`config.mk`:
```
export PLATFORM = sky130hd
export DESIGN_NAME = wptr_full
export DESIGN_NICKNAME = d
export VERILOG_FILES = /design/src/rtl/wptr_full.sv
export SDC_FILE = /design/constraint.sdc
export NUM_CORES = 1
export LEC_CHECK = 0
export ABC_AREA = 1
export CAP_MARGIN = 30
export CORE_UTILIZATION = 48
export CTS_BUF_LIST = sky130_fd_sc_hd__clkbuf_16
export DETAILED_ROUTE_END_ITERATION = 7
export PLACE_DENSITY_LB_ADDON = 0.2
export SYNTH_ARGS = -nofsm -noshare
export SYNTH_HDL_FRONTEND = slang
export SYNTH_SLANG_ARGS = --single-unit
```
`constraint.sdc`:
```
create_clock -name clk -period 3.7 [get_ports clk]
set_clock_uncertainty 0.1 [all_clocks]
set_input_delay 0.74 -clock clk [delete_from_list [all_inputs] [get_ports clk]]
set_output_delay 0.74 -clock clk [all_outputs]
set_load 0.005 [all_outputs]
```
`src/rtl/wptr_full.sv`:
```
// Write-side pointer, memory address/enable and full/level/almost-full/overflow flags for an async FIFO.
// Optional almost-full comparator is built only when ASYNC_FIFO_ALMOST_FULL_EN is defined.
module wptr_full #(
    parameter int ADDR_WIDTH = 6,
    parameter int AF_THRESH  = 2**ADDR_WIDTH - 4
) (
    input  logic                  clk,
    input  logic                  rst,
    input  logic                  winc,
    input  logic [ADDR_WIDTH:0]   wq2_rptr,
    output logic                  wen,
    output logic [ADDR_WIDTH-1:0] waddr,
    output logic [ADDR_WIDTH:0]   wptr,
    output logic                  wfull,
    output logic [ADDR_WIDTH:0]   wlevel,
    output logic                  walmost_full,
    output logic                  wovf
);

    localparam int PW = ADDR_WIDTH + 1;

    if ((AF_THRESH < 1) || (AF_THRESH > 2**ADDR_WIDTH)) begin : g_bad_thresh
        $error("wptr_full: AF_THRESH out of range");
    end

    // Gray to binary: each binary bit is the XOR of all Gray bits at or above it.
    function automatic logic [PW-1:0] gray2bin(input logic [PW-1:0] g);
        logic [PW-1:0] b;
        b[PW-1] = g[PW-1];
        for (int i = PW - 2; i >= 0; i--) begin
            b[i] = b[i+1] ^ g[i];
        end
        return b;
    endfunction

    logic [PW-1:0] wbin_r;
    logic [PW-1:0] wbin_next_s;
    logic [PW-1:0] wgray_next_s;
    logic [PW-1:0] rbin_s;
    logic [PW-1:0] full_ptr_s;
    logic [PW-1:0] level_next_s;
    logic          full_next_s;

    // Next-state pointer, full compare and occupancy from the synchronized read pointer.
    always_comb begin
        wen          = 1'b0;
        wbin_next_s  = wbin_r;
        wgray_next_s = {PW{1'b0}};
        rbin_s       = gray2bin(wq2_rptr);
        full_ptr_s   = {~wq2_rptr[ADDR_WIDTH:ADDR_WIDTH-1], wq2_rptr[ADDR_WIDTH-2:0]};
        full_next_s  = 1'b0;
        level_next_s = {PW{1'b0}};
        if (rst) begin
            wen = 1'b0;
        end else begin
            wen = winc & ~wfull;
        end
        wbin_next_s  = wbin_r + {{(PW-1){1'b0}}, wen};
        wgray_next_s = wbin_next_s ^ (wbin_next_s >> 1);
        full_next_s  = (wgray_next_s == full_ptr_s);
        level_next_s = wbin_next_s - rbin_s;
    end

    assign waddr = wbin_r[ADDR_WIDTH-1:0];

    // Pointer and status registers; overflow is sticky until reset.
    always_ff @(posedge clk) begin
        if (rst) begin
            wbin_r <= {PW{1'b0}};
            wptr   <= {PW{1'b0}};
            wfull  <= 1'b0;
            wlevel <= {PW{1'b0}};
            wovf   <= 1'b0;
        end else begin
            wbin_r <= wbin_next_s;
            wptr   <= wgray_next_s;
            wfull  <= full_next_s;
            wlevel <= level_next_s;
            wovf   <= wovf | (winc & wfull);
        end
    end

`ifdef ASYNC_FIFO_ALMOST_FULL_EN
    // Almost-full tracks the same next-state level as wlevel.
    always_ff @(posedge clk) begin
        if (rst) begin
            walmost_full <= 1'b0;
        end else begin
            walmost_full <= (level_next_s >= PW'(AF_THRESH));
        end
    end
`else
    assign walmost_full = 1'b0;
`endif

endmodule

```
# Word-level counts from Yosys, hierarchy flattened

Cells that the tools add are included.

Flip-flop bits (word level): 23
Input port bits: 10
Output and inout bits: 24

$add $sub $neg: 2
Eq/ne operators: 1
Multiplexer cells: 1
Bitwise operators: 12

Operators by type and width:

| operator      | number |
|---|---|
| $add A7 B1 Y7 | 1 |
| $eq A7 B7 Y1  | 1 |
| $sub A7 B7 Y7 | 1 |
| $xor A7 B6 Y7 | 1 |
| $xor A1 B1 Y1 | 6 |
| $and A1 B1 Y1 | 2 |
| $not A2 Y2    | 1 |
| $mux W1       | 1 |
| $not A1 Y1    | 1 |
| $or A1 B1 Y1  | 1 |

# Logic depth before layout (Yosys ltp)

Depth after elaboration: 7
Gate-level depth with buffers: 19
Depth with buffers taken out: 18

# Worst setup path after synthesis

No wires, ideal clock.

Kind: input to register
From: in rst
To: reg wlevel[6]
Data arrival time: 2.817 ns
Data required time: 3.485 ns
Slack: 0.668 ns
Stages on the path: 18
Cells stage by stage: clkbuf_8 > inv_1 > nand2_1 > nor2_1 > ha_1 > nand3_2 > nor2_2 > nand2_1 > xor2_2 > inv_1 > ha_1 > inv_1 > nor2_2 > nand3_1 > nand2_1 > inv_1 > a21oi_1 > nor2_1

Longest elaborated chain between the ends: 3

RTL lines:

| what                 | RTL line | text |
|---|---|---|
| from (decl)          | 8        | `input logic rst,` |
| $mux W1              | 53       | `if (rst) begin` |
| net wen              | 11       | `output logic wen,` |
| $add A7 B1 Y7        | 58       | `wbin_next_s = wbin_r + {{(PW-1){1'b0}}, wen};` |
| net wbin_next_s[5]   | 37       | `logic [PW-1:0] wbin_next_s;` |
| $sub A7 B7 Y7        | 61       | `level_next_s = wbin_next_s - rbin_s;` |
| to (signal assigned) | 72       | `wlevel <= {PW{1'b0}};` |
| to (signal assigned) | 78       | `wlevel <= level_next_s;` |
| to (decl)            | 15       | `output logic [ADDR_WIDTH:0] wlevel,` |

The timed path passes the listed nets, and every way through them passes these cells.
A chain may end at the register's enable or synchronous reset.

# Worst setup path after layout

From: in wq2_rptr[5]
To: reg wlevel[6]

Longest elaborated chain between the ends: 7

RTL lines:

| what                       | RTL line | text |
|---|---|---|
| from (decl)                | 10       | `input logic [ADDR_WIDTH:0] wq2_rptr,` |
| $xor A1 B1 Y1 *            | 31       | `b[i] = b[i+1] ^ g[i];` |
| $xor A1 B1 Y1 (5 in a row) | 31       |  |
| $sub A7 B7 Y7 *            | 61       |  |

Every way passes the cells marked *; elsewhere a longest branch is shown, timed or not.

==> flow_summary_export.csv <==
group,metric,value,unit
setup_path,critical_path_required,3750,ps
power,ir_worst_vdd,0.299,mV
routing,wl_per_cell,11.8,microns
place,placedCellCount,237,
cts,clockBufferDepth,2,
cts,clock_insertion_delay_worst_skew,250,ps
yosys,synth_cell_type_count,26,
cells_and_area,multi_input_area,810,sq um
run_status,status,"completed",
yosys,yosys_warnings,0,
timing,fin_crit,3340,ps
cts,clk_pin_slew,60,ps
cells_and_area,num-nets-final,230,
routing,vias,1193,
yosys,synth_area,1360,sq um
cts,root_buffer,"clkbuf_16",
place,gp_congestion,0.791,
setup_path,cp-end-kind,"register",
floorplanning,die_y,55.3,microns
yosys,synth_nets,193,
cells_and_area,fillCellCount,215,
setup_path,crit_chain,"clkdlybuf4s50_1 > inv_1 > nand2_1 > nand3_2 > nand2_2 > nand2_2 > nand3_1 > nand2_2 > xor2_2 > xor2_1 > ha_1 > inv_1 > fa_1 > inv_1 > nor2_2 > nand3_2 > nand3_1 > nand2_1 > nor2_1",
yosys,ys_top_cells_by_area,"dfxtp_1, nand2_1, ha_1",
cells_and_area,regArea,440,sq um
cells_and_area,syn2layout_area_growth,33.8,%
global_routing,grt_pass1_vias,1185,
timing,setup_viol,0,
place,portBuffers,32,
timing,rsz0062_at_grt,"no",
global_routing,gr-usage-all-layers,20.8,%
floorplanning,num_rows,18,
timing,whs,388,ps
power,leakage,0.842,nW
routing,drtAntennaViolNets,0,
cts,cts_setup_buffers,0,
setup_path,cp_data_arrival_time,3390,ps
cts,cts_sinks,22,
yosys,synth.top_cell.area_share,32.4,%
setup_path,worstPathMaxFanout,4,
cts,cts_hold_buf,0,
setup_path,worst_setup_path_start_kind,"input pin",
floorplanning,die_area,3050,sq um
cts,cts_tree,"done",
timing,fmax,299,MHz
yosys,seq_area_frac_synth,32.4,%
floorplanning,dieWidth,55.3,microns
yosys,synth.avg_cell_area,7.78,sq um
cells_and_area,diodes,0,
yosys,synthCells,175,
place,placed_area,1720,sq um
timing,layout_setup_ws,358,ps
setup_path,cp_slowest_stage_delay,530,ps
global_routing,overflow,0,
setup_path,path_delay_family,"simple AND/OR/NAND/NOR gates",
routing,routed_wl,2840,microns
routing,avgViaCountPerCell,4.95,
global_routing,grt_pass1_wl,5050,microns
timing,period_share,90.3,%
timing,tns,0,ps
cells_and_area,drive_gt1_share,17.5,%
min_path,hold_class,"register to register",
cells_and_area,final_cell_area,1820,sq um
job,drv_cap,0,
setup_path,cpMaxStageDelayCell,"clkdlybuf4s50_1",
setup_path,criticalPathCategory,"input pin to register",
yosys,synth-seq-cells,22,
cells_and_area,post-route-util,71.0,%
cts,numCtsBuffers,3,
power,power.total,697,uW
cells_and_area,fin_cells,241,
power,powerDensity,382,nW/um^2
floorplanning,ios,34,
routing,drc,0,
timing,hold_viol,0,
yosys,yosys.area.top_type,"dfxtp_1",
setup_path,timing.critical_path.buf_inv,4,
global_routing,grt_max_degree,17,
global_routing,antenna_found_initial,0,
routing,drt_first_pass_iters,4,
place,pre_cts_ws,100,ps
cts,ctsResizeCount,0,
timing,slew_viol_final,0,
floorplanning,start_util,53.0,%
floorplanning,core_region_area,2570,sq um
place,hpwl,2310,microns
routing,drtIter0Drc,17,
cts,htreeDepth,1,
## cell usage after synthesis
master and n:
a21oi_1 9, fa_1 1, dfxtp_1 22, nand3_2 7
nand2_4 2, inv_2 2, nand4_1 2, xor2_1 7
nor2_1 23, or2_4 1, inv_1 21, o21ai_0 3
nand3_4 1, buf_4 1, nor2_2 3, nand2_2 8
o21ai_1 2, nand2_1 31, xor2_2 5, ha_1 7
nand3_1 12, clkbuf_1 1, xnor2_2 1, a31oi_1 1
conb_1 1, clkbuf_8 1
## state kept, by name, indices dropped and copies added (netlist names)
name,count
wovf,1
wlevel,7
wfull,1
wbin_r,6
wptr,7
## metal layers
layer  GRT usage [%]  up-vias  share of wire [%]
li1                -      617                  -
met1            25.8      540                 44
met2            34.8       29                 49
met3            3.51        7                3.9
met4            10.0        0                2.1
met5               0        -                  0
## final timing paths
check	cells after the start	from	slack, ps	endpoint
worst min register to register	2	wovf$_SDFF_PP0_	390	wovf$_SDFF_PP0_
worst max register to register	15	wfull$_SDFF_PP0_	1220	wlevel[5]$_SDFF_PP0_
worst min-delay path	2	wovf$_SDFF_PP0_	390	wovf$_SDFF_PP0_
worst max-delay path	19	wq2_rptr[5]	360	wlevel[6]$_SDFF_PP0_
## layout by cell type (no fill, tap or decap)
cell type / instances
nand2_1: 31
nand2_4: 2
dfxtp_1: 22
xor2_1: 7
nor2_1: 23
buf_4: 3
clkbuf_16: 3
nand2_2: 8
inv_2: 2
ha_1: 7
inv_1: 21
o21ai_0: 3
clkdlybuf4s50_1: 32
xor2_2: 5
nand4_1: 2
nor2_2: 3
nand3_2: 7
a21oi_1: 9
o21ai_1: 2
or2_4: 1
fa_1: 1
bufinv_16: 1
nand3_1: 12
xnor2_2: 1
conb_1: 1
a31oi_1: 1
nand3_4: 1
## report_power, final
part | switching, mW | total, mW | internal (mW) | leakage, nW
combinational | 0.0718 | 0.139 | 0.0675 | 0.611
clock | 0.0864 | 0.301 | 0.215 | 0.0511
sequential | 0.00455 | 0.256 | 0.252 | 0.180
## cell families (layout without fill, tap and decap cells)
family / count (synthesis) / after routing / synth area share (%)
AO/OA/AOI/OAI: 15 / 15 / 5.61
AND/OR/NAND/NOR: 90 / 90 / 34.0
XOR/XNOR: 13 / 13 / 11.7
other: 1 / 1 / 0.275
adder cells (fa/ha/maj): 8 / 8 / 7.90
buffers and inverters: 26 / 62 / 8.18
flip-flops: 22 / 22 / 32.4
## tightest hold or removal path, delay by kind of cell (launching register included)
kind,cells,cell delay (ps)
and+or+nand+nor,1,80
DFF,1,330
AOI/OAI and AO/OA,1,50
## final cells by class
type	instances	area share (%)
multi-input combinational	127	44.4
sequential	22	24.2
timing repair buffer	35	18.8
inverter	23	4.74
clock buffer	3	4.12
tap	30	2.06
clock inverter	1	1.65
No activity file was read; power rests on OpenSTA's default activity.
